<file path="src/rtl/aes_pkg.sv">
// Shared AES definitions: FSM state encoding, block/column geometry and GF(2^8) helpers.
// Used by inv_mix_columns_ctrl and inv_mix_column_col.
package aes_pkg;

    localparam int AES_BLK_W = 128;
    localparam int AES_COL_W = 32;
    localparam int NUM_COLS  = 4;

    localparam logic [7:0] XTIME_POLY = 8'h1b;

    // Matrix first rows, one nibble per coefficient, leftmost multiplies byte 0.
    localparam logic [15:0] INV_ROW0 = 16'hebd9;
    localparam logic [15:0] FWD_ROW0 = 16'h2311;

    typedef enum logic [1:0] {
        IDLE = 2'd0,
        COL  = 2'd1,
        DONE = 2'd2
    } state_t;

    function automatic logic [7:0] xtime(input logic [7:0] b);
        return {b[6:0], 1'b0} ^ (b[7] ? XTIME_POLY : 8'h00);
    endfunction

    // Multiply by a 4-bit constant as a sum of b, 2b, 4b, 8b.
    function automatic logic [7:0] gf_mul(input logic [7:0] b, input logic [3:0] k);
        logic [7:0] x2;
        logic [7:0] x4;
        logic [7:0] x8;
        x2 = xtime(b);
        x4 = xtime(x2);
        x8 = xtime(x4);
        return (k[0] ? b : 8'h00) ^ (k[1] ? x2 : 8'h00) ^
               (k[2] ? x4 : 8'h00) ^ (k[3] ? x8 : 8'h00);
    endfunction

endpackage

</file>
<file path="src/rtl/inv_mix_column_col.sv">
// Combinational (Inv)MixColumns on one 32-bit column; byte 0 is the MSB.
// With INV_MIX_COLUMNS_CTRL_FWD_EN defined, i_fwd=1 selects the forward matrix.
module inv_mix_column_col
    import aes_pkg::*;
(
    input  logic [AES_COL_W-1:0] i_col,
`ifdef INV_MIX_COLUMNS_CTRL_FWD_EN
    input  logic                 i_fwd,
`endif
    output logic [AES_COL_W-1:0] o_col
);

    // Circulant product: output row r uses coefficient row0[(j - r) mod 4] for byte j.
    function automatic logic [AES_COL_W-1:0] mix_col(input logic [AES_COL_W-1:0] col,
                                                     input logic [15:0]          row0);
        logic [7:0]           a [NUM_COLS];
        logic [3:0]           k [NUM_COLS];
        logic [7:0]           acc;
        logic [AES_COL_W-1:0] res;
        res = '0;
        for (int j = 0; j < NUM_COLS; j++) begin
            a[j] = col[AES_COL_W-1-8*j -: 8];
            k[j] = row0[15-4*j -: 4];
        end
        for (int r = 0; r < NUM_COLS; r++) begin
            acc = 8'h00;
            for (int j = 0; j < NUM_COLS; j++) begin
                acc = acc ^ gf_mul(a[j], k[2'(j - r)]);
            end
            res[AES_COL_W-1-8*r -: 8] = acc;
        end
        return res;
    endfunction

    logic [15:0] w_row0;

    // NOTE: every always_comb output gets a value on every path, so no latch is inferred.
    always_comb begin
        w_row0 = INV_ROW0;
`ifdef INV_MIX_COLUMNS_CTRL_FWD_EN
        if (i_fwd) begin
            w_row0 = FWD_ROW0;
        end
`endif
        o_col = mix_col(i_col, w_row0);
    end

endmodule

</file>
<file path="src/rtl/inv_mix_columns_ctrl.sv">
// Column-serial AES InvMixColumns engine: one shared column unit, IDLE/COL/DONE handshake FSM.
// Optional INV_MIX_COLUMNS_CTRL_FWD_EN adds in_fwd to select the forward MixColumns matrix.
module inv_mix_columns_ctrl
    import aes_pkg::*;
#(
    parameter int TAG_W = 4
) (
    input  logic                 clk,
    input  logic                 rst,
    input  logic                 in_valid,
    output logic                 in_ready,
    input  logic [AES_BLK_W-1:0] in_data,
    input  logic                 in_bypass,
    input  logic [TAG_W-1:0]     in_tag,
`ifdef INV_MIX_COLUMNS_CTRL_FWD_EN
    input  logic                 in_fwd,
`endif
    output logic                 out_valid,
    input  logic                 out_ready,
    output logic [AES_BLK_W-1:0] out_data,
    output logic [TAG_W-1:0]     out_tag,
    output logic                 busy
);

    state_t               r_state;
    logic [1:0]           r_col;
    logic [AES_BLK_W-1:0] r_data;
    logic [TAG_W-1:0]     r_tag;
    logic                 r_in_ready;
    logic                 r_out_valid;
    logic                 r_busy;
`ifdef INV_MIX_COLUMNS_CTRL_FWD_EN
    logic                 r_fwd;
`endif

    logic [AES_COL_W-1:0] w_col_in;
    logic [AES_COL_W-1:0] w_col_out;

    always_comb begin
        w_col_in = r_data[AES_BLK_W-1 -: AES_COL_W];
        for (int c = 0; c < NUM_COLS; c++) begin
            if (r_col == 2'(c)) begin
                w_col_in = r_data[AES_BLK_W-1-AES_COL_W*c -: AES_COL_W];
            end
        end
    end

    inv_mix_column_col u_col (
        .i_col (w_col_in),
`ifdef INV_MIX_COLUMNS_CTRL_FWD_EN
        .i_fwd (r_fwd),
`endif
        .o_col (w_col_out)
    );

    // The result is built in place: each column is read once and overwritten by its mix.
    // NOTE: sequential state uses non-blocking assignments so every flop samples pre-edge values.
    always_ff @(posedge clk or negedge rst) begin
        if (!rst) begin
            r_state     <= IDLE;
            r_col       <= 2'd0;
            r_data      <= '0;
            r_tag       <= '0;
            r_in_ready  <= 1'b0;
            r_out_valid <= 1'b0;
            r_busy      <= 1'b0;
`ifdef INV_MIX_COLUMNS_CTRL_FWD_EN
            r_fwd       <= 1'b0;
`endif
        end else begin
            case (r_state)
                IDLE: begin
                    if (in_valid && r_in_ready) begin
                        r_data     <= in_data;
                        r_tag      <= in_tag;
                        r_col      <= 2'd0;
                        r_in_ready <= 1'b0;
                        r_busy     <= 1'b1;
                        r_state    <= in_bypass ? DONE : COL;
`ifdef INV_MIX_COLUMNS_CTRL_FWD_EN
                        r_fwd      <= in_fwd;
`endif
                    end else begin
                        r_in_ready <= 1'b1;
                    end
                end
                COL: begin
                    for (int c = 0; c < NUM_COLS; c++) begin
                        if (r_col == 2'(c)) begin
                            r_data[AES_BLK_W-1-AES_COL_W*c -: AES_COL_W] <= w_col_out;
                        end
                    end
                    r_col <= r_col + 2'd1;
                    if (r_col == 2'(NUM_COLS - 1)) begin
                        r_state     <= DONE;
                        r_out_valid <= 1'b1;
                    end
                end
                DONE: begin
                    // A bypass block enters DONE unpresented and raises out_valid one edge later.
                    if (!r_out_valid) begin
                        r_out_valid <= 1'b1;
                    end else if (out_ready) begin
                        r_out_valid <= 1'b0;
                        r_busy      <= 1'b0;
                        r_in_ready  <= 1'b1;
                        r_state     <= IDLE;
                    end
                end
                default: begin
                    r_state <= IDLE;
                end
            endcase
        end
    end

    assign in_ready  = r_in_ready;
    assign out_valid = r_out_valid;
    assign out_data  = r_data;
    assign out_tag   = r_tag;
    assign busy      = r_busy;

endmodule

</file>
<file path="config.mk">
export PLATFORM = sky130hd
export DESIGN_NAME = inv_mix_columns_ctrl
export DESIGN_NICKNAME = d
export VERILOG_FILES = /design/src/rtl/aes_pkg.sv /design/src/rtl/inv_mix_column_col.sv /design/src/rtl/inv_mix_columns_ctrl.sv
export SDC_FILE = /design/constraint.sdc
export NUM_CORES = 1
export LEC_CHECK = 0
export ABC_CLOCK_PERIOD_IN_PS = 4250
export CORE_UTILIZATION = 35
export CTS_CLUSTER_DIAMETER = 80
export DETAILED_ROUTE_END_ITERATION = 10
export PLACE_DENSITY = 0.7
export SLEW_MARGIN = 40
export SYNTH_ARGS = -nofsm -noshare
export SYNTH_HDL_FRONTEND = slang
export SYNTH_SLANG_ARGS = --single-unit
</file>
<file path="constraint.sdc">
create_clock -name clk -period 4.25 [get_ports clk]
set_input_delay 0.85 -clock clk [delete_from_list [all_inputs] [get_ports clk]]
set_output_delay 0.85 -clock clk [all_outputs]
set_load 0.02 [all_outputs]
</file>
==> results of run 1 <==
[area by class of cell]
type | count | area share, %
clock buffer | 21 | 3.79
clock inverter | 11 | 1.15
inverter | 25 | 0.756
multi-input combinational | 748 | 38.6
sequential | 139 | 28.0
tap | 324 | 3.27
timing repair buffer | 306 | 24.5
[per-layer routing]
metal	global-route usage (%)	up-vias
li1	-	3856
met1	32.4	3994
met2	42.1	372
met3	5.30	49
met4	8.92	0
met5	0	-
[critical path, delay by kind of cell, from the launching register on]
family	cells	cell delay, ns
xor gates and xnor gates	3	1.19
DFF	1	0.40
muxes	2	0.74
and+or+nand+nor	1	0.19
buffers and inverters	2	0.33
adders and majority gates	1	0.28
AOI/OAI and AO/OA	2	0.44
[worst max-delay path by stage]
stage               slack [ns]             to  startpoint  cells past startpoint
floorplan                 1.09  out_data[124]    r_col[0]                     11
detailed placement        0.62   out_data[44]    r_col[0]                     10
CTS                       0.61   out_data[44]    r_col[0]                     10
finish                    0.59   out_data[76]    r_col[1]                     11
global route              0.32   out_data[44]    r_col[0]                     10
global placement          0.67   out_data[75]    r_col[1]                     10
[cell families after synthesis]
group,count (synthesis)
adder cells (fa/ha/maj),4
flip-flops,139
buffers and inverters,93
AO/OA/AOI/OAI,235
AND/OR/NAND/NOR,318
multiplexers,52
XOR/XNOR,139
[through the flow]
stage,worst slack [ns],hold slack (ns)
5_1_grt,0.322,0.296
4_1_cts,0.615,0.491
6_report,0.594,0.293
3_5_place_dp,0.618,0.469
3_3_place_gp,0.672,0.468
2_1_floorplan,1.09,0.515
[flip-flops by register name (all words and copies together) (netlist names)]
name,count
out_data,128
in_ready,1
out_tag,4
busy,1
r_col,2
r_state,2
out_valid,1
[synth_stat cells]
master      n  area share, %
nand2_1   146            6.4
dfrtp_1   139             40
nor2_1    118            5.1
xnor2_1    97            9.9
a31oi_1    79            5.7
a21oi_1    62            3.6
clkbuf_1   56            2.4
o21ai_0    49            2.8
mux2i_1    42            4.9
nand2b_1   25            1.8
inv_1      24            1.0
xor2_1     23            2.3
nor2b_1    15            1.1
xnor3_1    13            3.4
a222oi_1   12            1.4
o21ai_1    11           0.64
mux2_2     10            1.3
buf_1       5           0.22
o21a_1      5           0.44
buf_2       4           0.23
ha_1        4           0.58
o31ai_1     4           0.35
xnor2_2     4           0.76
a221oi_1    3           0.31
and3_1      3           0.22
o22ai_1     3           0.22
a211oi_1    2           0.17
a22oi_1     2           0.17
nand3_1     2           0.12
nand3b_1    2           0.17
nor3_1      2           0.12
a211o_1     1           0.10
a22o_1      1           0.10
and2_1      1          0.073
buf_12      1           0.23
buf_4       1          0.087
buf_6       1           0.13
inv_2       1          0.044
nor2_2      1          0.073
nor3b_1     1          0.087
o221ai_1    1           0.10
or2_2       1          0.073
or3_1       1          0.073
xor2_2      1           0.19
xor3_1      1           0.28
==> results by group, run 1 <==
Outcome
  • Outcome: finished, final reports clean

Finish
  • Multi-input combinational cell area: 4790 um^2
  • Finished Layout Cells: 1574
  • Area grow syn2layout: 44.1%
  • Final Util: 51.2%
  • Most frequent cells in the layout: 270 x clkdlybuf4s50_1, 142 x nand2_1, 139 x dfrtp_1, 118 x nor2_1, 97 x xnor2_1
  • Most common cell after layout, fill and taps aside: clkdlybuf4s50_1
  • Reg area: 3480 um^2
  • Nets@finish: 1378
  • Fill count: 2270
  • Layout cells sized above 1: 7.52%
  • Design Area, Final: 12400 um^2
  • Antenna Cells: 0

Placement
  • Cell Area, Placed: 11800 um^2
  • PortBufs: 271
  • DPL Wire Length: 24100 um
  • RePlAce Congestion: 0.962
  • Placed cell count: 1541

Logic synthesis
  • Mapped Avg Cell Area: 8.79 um^2
  • Synthesized Nets: 1121
  • Compound-Gate Fraction of Synth Area: 16.2%
  • Largest family of logic cells by synthesized area: XOR/XNOR gates
  • Post-Syn Area: 8610 um^2
  • Post-synth cell types: 45
  • Portion of netlist area occupied by mux cells: 6.19%
  • Flops & latches, synth: 139
  • Sequential fraction of the synthesis area: 40.4%
  • Post-synthesis xor/xnor area fraction: 16.8%
  • Simple-gate share of the synthesized area: 15.4%
  • Yosys Warn Count: 0
  • Synth Area in Adders: 0.581%
  • Syn Inst Count: 980

Global routing
  • Initial antenna violation count: 0
  • Largest net degree at the start of global routing: 89
  • Global-route wire length before repair: 48700 um
  • Grt ovf: 0
  • Tot GR Track Use: 25.3%
  • Vias in the first global route: 8406

Critical path
  • CP peak stage delay: 0.50 ns
  • Worst R2R Path Depth: 11
  • Worst EP arrival: 4.00 ns
  • CP Max Fanout: 7
  • Worst Setup Path Type: reg -> reg
  • Startpoint types: flop
  • Critical Path Sink Type: flop
  • Worst Path Required: 4.59 ns
  • Reg2Reg Capture Point: out_data[76]
  • R2R Path Start: r_col[1]
  • Crit-path cells: inv_1 > ha_2 > buf_4 > mux2_2 > mux2i_1 > xnor2_1 > xnor3_1 > o21ai_1 > xnor3_1 > and2_1 > o21ai_0
  • Most frequent CP cell: xnor3_1
  • CP max-delay cell: xnor3_1
  • R2R setup slack: 0.59 ns

Routing
  • Post-Route WL: 31600 um
  • Top sig layer: met4
  • Pre-Repair DR Iteration Count: 8
  • Drc violations: 0
  • WL/cell: 20.1 um
  • DR iter-0 viols: 719
  • Vias: 8271
  • Met3 routed WL: 2170 um
  • Via density per instance: 5.25
  • Wl on met1: 13300 um
  • Routed Antenna Nets: 0
  • Routed wl met2: 15300 um

CTS
  • H-tree depth: 4
  • Post-CTS Hold Fix Bufs: 0
  • Number of buffers added for setup after CTS: 0
  • Clock Latency Late Sink: 0.43 ns
  • # clock sinks: 139
  • Worst-path clk slew: 0.06 ns
  • CTS tree: yes
  • Post_cts resized: 0
  • CTS root buffer: clkbuf_16
  • CTS Buf Count: 17
  • Max clock buf depth: 2

STA
  • Final worst clock skew: 0.00874 ns
  • Fmax: 274 MHz
  • Max transition margin: 44.4%
  • Post-route setup TNS: 0 ns
  • Endpoints failing setup: 0
  • Worst Max-Slew Pin Slew: 0.811 ns
  • Max Slew Vio Count: 0
  • Period utilization: 86.0%
  • Final hold vios: 0
  • Unrepaired setup endpoints after global routing: no
  • Period minus WS final: 3.66 ns

Die
  • Core Box Area: 24200 um^2
  • Die ar.: 25200 um^2
  • Initial Util: 35.5%
  • Die W: 159 um
  • I/O pins: 272
  • Die height: 159 um
  • # rows: 57

Hold path
  • Hold Crit Class: in -> async

Job
  • Max_cap viols: 0
Power of run 1 is not shown: default switching activity piles up to over one toggle a cycle in this logic, so the estimate is an artifact.
==> inputs of run 2 (changes only) <==
--- a/constraint.sdc
+++ b/constraint.sdc
@@ -3,2 +3,2 @@
 set_output_delay 0.85 -clock clk [all_outputs]
-set_load 0.02 [all_outputs]
+set_load 0.005 [all_outputs]
==> results of run 2 <==
Final layout, timing and power as in run 1 (identical DEF).
Power of run 2 is left out for the same reason.
